<file path="src/rtl/pipe_stage_buf_pkg.sv">
// Shared types for the inter-stage pipeline buffers: per-stage payload
// structs, common integer aliases and the pointer wrap helper.
package pipe_stage_buf_pkg;

    typedef logic [63:0] u64;
    typedef logic [31:0] u32;

    // Per-stage payloads; instantiate the buffer with WIDTH=$bits(<type>) and cast.
    typedef struct packed {
        u64          pc;
        logic [31:0] instr;
        logic        predTaken;
    } fetch_data_t;

    typedef struct packed {
        u64         pc;
        logic [4:0] rd;
        logic [4:0] rs1;
        logic [4:0] rs2;
        u64         imm;
        logic [7:0] opcode;
    } decode_data_t;

    // Advance a pointer by one, wrapping at depth. The explicit compare keeps
    // non-power-of-two depths correct.
    function automatic int unsigned ptrWrapInc(input int unsigned ptr, input int unsigned depth);
        return (ptr + 1 >= depth) ? 0 : ptr + 1;
    endfunction

endpackage

</file>
<file path="src/rtl/pipe_stage_buf.sv">
// Elastic valid/ready buffer between core pipeline stages (IF/ID, ID/EX, ...).
// A DEPTH-entry circular FIFO; flush squashes every in-flight entry.
// Build macro PIPE_STAGE_BUF_PERF_EN adds the stall_cycles / flush_count counters.
//
// Handshake: a transfer happens at a rising clk edge when valid and ready are
// both high on that side (push = in_valid & in_ready, pop = out_valid & out_ready).
// in_ready and out_valid are functions of registered occupancy only, so there is
// no combinational path from out_ready to in_ready, nor from in_data to out_data.
// A producer seeing in_ready=0 must hold in_data stable; it is not sampled.
module pipe_stage_buf
    import pipe_stage_buf_pkg::*;
#(
    parameter int WIDTH = 64,
    parameter int DEPTH = 2,
    localparam int CNT_W = $clog2(DEPTH + 1)
) (
    input  logic             clk,
    input  logic             reset,
    input  logic             flush,
    input  logic             in_valid,
    output logic             in_ready,
    input  logic [WIDTH-1:0] in_data,
    output logic             out_valid,
    input  logic             out_ready,
    output logic [WIDTH-1:0] out_data,
    output logic [CNT_W-1:0] count
`ifdef PIPE_STAGE_BUF_PERF_EN
    ,
    output u32               stall_cycles,
    output u32               flush_count
`endif
);

    localparam int PTR_W = (DEPTH > 1) ? $clog2(DEPTH) : 1;
    localparam logic [CNT_W-1:0] FULL_CNT = CNT_W'(DEPTH);

    logic [WIDTH-1:0] mem [DEPTH];
    logic [PTR_W-1:0] wrPtr;
    logic [PTR_W-1:0] rdPtr;
    logic [CNT_W-1:0] occ;
    logic             push;
    logic             pop;
    logic             squash;

    function automatic logic [PTR_W-1:0] nextPtr(input logic [PTR_W-1:0] p);
        return PTR_W'(ptrWrapInc(32'(p), DEPTH));
    endfunction

    // Handshake decode and masked head output; bubbles always read as zero.
    assign in_ready  = (occ != FULL_CNT);
    assign out_valid = (occ != '0);
    assign out_data  = out_valid ? mem[rdPtr] : '0;
    assign count     = occ;
    assign push      = in_valid & in_ready;
    assign pop       = out_valid & out_ready;
    assign squash    = reset | flush;

    // Pointer and occupancy update; reset and flush both empty the buffer.
    always_ff @(posedge clk) begin
        if (squash) begin
            wrPtr <= '0;
            rdPtr <= '0;
            occ   <= '0;
        end else begin
            if (push) wrPtr <= nextPtr(wrPtr);
            if (pop)  rdPtr <= nextPtr(rdPtr);
            case ({push, pop})
                2'b10:   occ <= occ + CNT_W'(1);
                2'b01:   occ <= occ - CNT_W'(1);
                default: occ <= occ;
            endcase
        end
    end

    // Storage write; contents are not cleared, a squashed push is simply dropped.
    always_ff @(posedge clk) begin
        if (push && !squash) mem[wrPtr] <= in_data;
    end

`ifdef PIPE_STAGE_BUF_PERF_EN
    // Free-running performance counters, cleared only by reset, wrapping at 2^32.
    always_ff @(posedge clk) begin
        if (reset) begin
            stall_cycles <= '0;
            flush_count  <= '0;
        end else begin
            if (in_valid && !in_ready) stall_cycles <= stall_cycles + 32'd1;
            if (flush)                 flush_count  <= flush_count + 32'd1;
        end
    end
`endif

endmodule

</file>
<file path="config.mk">
export PLATFORM = sky130hd
export DESIGN_NAME = pipe_stage_buf
export DESIGN_NICKNAME = d
export VERILOG_FILES = /design/src/rtl/pipe_stage_buf_pkg.sv /design/src/rtl/pipe_stage_buf.sv
export SDC_FILE = /design/constraint.sdc
export NUM_CORES = 1
export LEC_CHECK = 0
export ABC_AREA = 1
export CAP_MARGIN = 10
export CORE_MARGIN = 4
export CORE_UTILIZATION = 40
export CTS_BUF_LIST = sky130_fd_sc_hd__clkbuf_16
export CTS_CLUSTER_SIZE = 25
export DETAILED_ROUTE_END_ITERATION = 16
export PLACE_DENSITY = 0.7
export SYNTH_ARGS = -nofsm -noshare
export SYNTH_HDL_FRONTEND = slang
export SYNTH_SLANG_ARGS = --single-unit
export TNS_END_PERCENT = 30
</file>
<file path="constraint.sdc">
create_clock -name clk -period 3.78 [get_ports clk]
set_input_delay 0.378 -clock clk [delete_from_list [all_inputs] [get_ports clk]]
set_output_delay 0.378 -clock clk [all_outputs]
set_load 0.01 [all_outputs]
</file>
==> results <==
- After the first detailed-routing iteration, the DRC count stood at 220.
- Setup repair after global routing left no endpoint under its margin.
- The H-tree generated during clock tree synthesis spans 4 levels.
- The floorplan die area is 0.0150 sq mm.
- The post-synthesis cell area is ~0.0052 sq mm.
- The routed via count is roughly 3300.
- The arrival time at the worst endpoint is between 2 and 3 ns.
- The flow ran to the end, and the final reports show no timing, DRC or antenna violations.
- Summed over all cells, the static leakage comes to around 2.5 nW.
- For this block, the routed nets add up to ~11 mm of wire.
- Ranked by instance count, the synthesized netlist is headed by 137 x nand2_1, 128 x edfxtp_1, 49 x a21oi_2.
- The final sum of negative setup slack is 0 ns.
- The tree built by TritonCTS fans out to around 130 sinks.
- The reported net switching power is approximately 0.70 mW.
- The placed instances occupy a cell area of a little under 0.007 sq mm.
- The latest clock arrival within the worst-skew pair is roughly 0.40 ns.
- The layout overhead on the synthesized area is 40.1%.
- The initial cell density of the core is 0.412.
- The tool flagged a number of max-cap violations equal to 0.
- The initialized floorplan defines ~40 standard-cell rows.
- 137 I/O pins were placed.
- No sink is reached through more buffers than the 2 on the longest clock path.
- The warning count from the yosys run is 0.
- The combined buffer and inverter count along the critical path is 3.
- Counting every instance in the synthesized netlist gives 379.
- For this run, the slowest stage of the critical path takes 0.77 ns.
- Power spread over the standard cell area amounts to ~490 mW/mm^2.
- For this run, the detailed router's first-pass iteration total came to 4.
- In the final routed layout, each cell accounts on average for roughly 16 um.
- The proportion of layout cells with a drive suffix above 1 is 0.165.
- The buffer count from post-CTS setup fixing is 0.
- The congestion estimate from routability-driven global placement came to approximately 0.73.
- The post-cts resize count is 0.
- The number of I/O port buffers is between 100 and 150.
- The flop and latch count out of synthesis is approximately 130.
- The path type of the worst min-delay path is reg2reg.
- TritonCTS built the clock tree.
- After detailed routing, the number of remaining DRC violations is 0.
- Of the total power, the share spent switching nets is 0.196.
- For the pin with the worst max-slew slack, the measured transition is ~1.1 ns.
- Clock-pin slew was measured on the worst setup and hold paths at approximately 0.05 ns.
- The number of global-route vias before repair was 3533.
- The number of max-slew violations in the final report is 0.
- The synthesized design contains 128 enable-type register cells.
- The kind of start point of the critical path is a flop.
- The maximum net fanout on the critical path is 61.
- The initial antenna violation count is 0.
- After routing the design area is 0.00734 sq mm.
- Among all flip-flop cells after synthesis, the most frequent one is edfxtp_1.
- The top cell type by total area after synthesis is edfxtp_1.
- The core region is between 0.01 and 0.015 sq mm.
- The maximum clock rate is roughly 0.35 GHz.
- The number of failing setup endpoints in the final timing report is 0.
- The worst slew margin relative to its limit is 0.264.
- Entering global routing, the biggest net connects 65 pins.
- The total count of hold-check failures in the final report came to 0.
- The x dimension of the die is 122 um.
- After detailed routing, the number of vias per cell comes to between 4 and 5.
- In the synthesized netlist the async set-or-reset flop fraction comes to 0.
- The worst setup path is of the reg2out kind.
- The worst-case IR drop observed on VDD is about 0.27 mV.
- The die is about 120 um tall.
- The number of antenna cells inserted is 0.
- The area share of the largest cell type after synthesis is 0.734.
- Among cell families on the critical path, the largest total delay comes from buffers and inverters.
- Cell internal power was estimated by the tool at slightly below 3 mW.
- Once detailed placement completed, the half-perimeter wirelength came to 7.11 mm.
- The count of hold buffers inserted by post-cts repair is 0.
- The first-pass GRT wire length is between 15 and 20 mm.
- Dividing the final minimum period by the clock period gives 0.763.
- The signal on the critical path passes through inv_2 -> buf_4 -> nand2_1 -> a21oi_2 -> clkdlybuf4s50_1.
- Synthesis instantiated 17 different standard cells from the library.
- The most repeated cell in the gate-level netlist after synthesis is nand2_1.
- The global route total overflow is 0.
- The cell with the largest stage delay on the worst path is inv_2.
- The routed design could run at a clock period as short as just under 3 ns.
- The clock root buffer master is clkbuf_16.
- The total global routing track utilization is 0.153.
- Of the synthesized area, sequential elements account for 0.753.
- Ranked by total cell area, the synthesized netlist is headed by edfxtp_1 73%, nand2_1 9.8%, a21oi_2 8.2%.
- The number of nets handed over by synthesis was 449.
- The share of total power dissipated in sequential elements is 0.463.
- Across the routed clock network, the largest skew measured is around 0.0055 ns.
- The final net count is approximately 590.
- The count of nets left with antenna violations once routing finished came out at 0.
- The part of the power in the clock network is 0.458.
- The mean cell area of the mapped netlist is 13.8 sq um.
- The combinational group share of total power is 0.079.
- STA classifies the critical path endpoint as an output pin.
- The number of buffers inserted during clock tree synthesis is 17.
- For the worst setup path, the data required time is ~3.4 ns.
[placed cells by master, fill, tap and decap left out]
master,instances
nand2_1,137
clkdlybuf4s50_1,136
edfxtp_1,128
a21oi_2,49
clkbuf_16,17
a21oi_1,16
nor2_1,9
inv_1,8
buf_4,6
bufinv_16,4
dfxtp_1,4
nor2_4,3
clkinv_2,3
inv_2,2
nand3_1,2
clkinvlp_4,2
clkinv_1,2
o21ai_0,1
o21ai_1,1
nand4_1,1
ha_1,1
dfxtp_2,1
buf_12,1
[logic make-up (layout without fill, tap and decap cells)]
group / count (synthesis) / in the layout / share of synthesized area
fa+ha+maj: 1 / 1 / 0.00239
buf+inv: 26 / 181 / 0.0353
simple gates: 152 / 152 / 0.110
compound gates: 67 / 67 / 0.0991
flops: 133 / 133 / 0.753
[sequential cells by signal (all words and copies together), names as in the netlist, named ones only]
| name | count |
|---|---|
| count | 2 |
| mem | 128 |
| rdPtr | 1 |
| wrPtr | 1 |
[area by class of cell]
class | instances | area (sq um)
fillers | 1033 | 5390
multi-input cells | 220 | 1130
clock inverters | 15 | 173
well taps | 172 | 215
clock buffers | 17 | 425
flip-flops and latches | 133 | 3950
inverters | 6 | 22.5
repair buffers | 143 | 1430
[power by group through the flow]
stage	clock network [mW]	registers, mW	logic (mW)
global route	1.74	1.66	0.307
floorplan	0	1.69	0.118
finish	1.64	1.66	0.283
CTS	1.68	1.66	0.288
global placement	0	1.69	0.282
detailed placement	0	1.69	0.286
[per-layer routing]
metal | vias to the layer above | wire length [um] | GRT usage
li1 | 1613 | - | -
met1 | 1581 | 4570 | 0.177
met2 | 110 | 5670 | 0.263
met3 | 14 | 904 | 0.0618
met4 | 0 | 106 | 0.0420
met5 | - | 0 | 0
[per-stage QoR]
stage	hold WS (ns)	power, mW	instances	util	setup WS, ns
floorplan	0.463	1.81	379	-	-0.162
CTS	0.510	3.63	706	0.577	0.793
finish	0.506	3.58	706	0.577	0.894
global route	0.546	3.70	706	0.577	0.697
global placement	0.488	1.97	674	0.530	1.31
detailed placement	0.497	1.97	674	0.530	1.22
[tightest hold or removal path: cells and delay by family (launching register included)]
| kind | cells | cell delay [ns] |
|---|---|---|
| flops | 1 | 0.33 |
| simple gates | 2 | 0.15 |
[worst paths after layout]
check | slack (ns) | startpoint | cells after the start | end
worst max-delay path | 0.89 | flop | 5 | out_data[59]
worst min-delay path | 0.51 | rdPtr | 2 | rdPtr
worst max register to register | 1.78 | count[0] | 5 | mem[1][10]
worst min register to register | 0.51 | rdPtr | 2 | rdPtr
(Power assumes the default switching activity.)
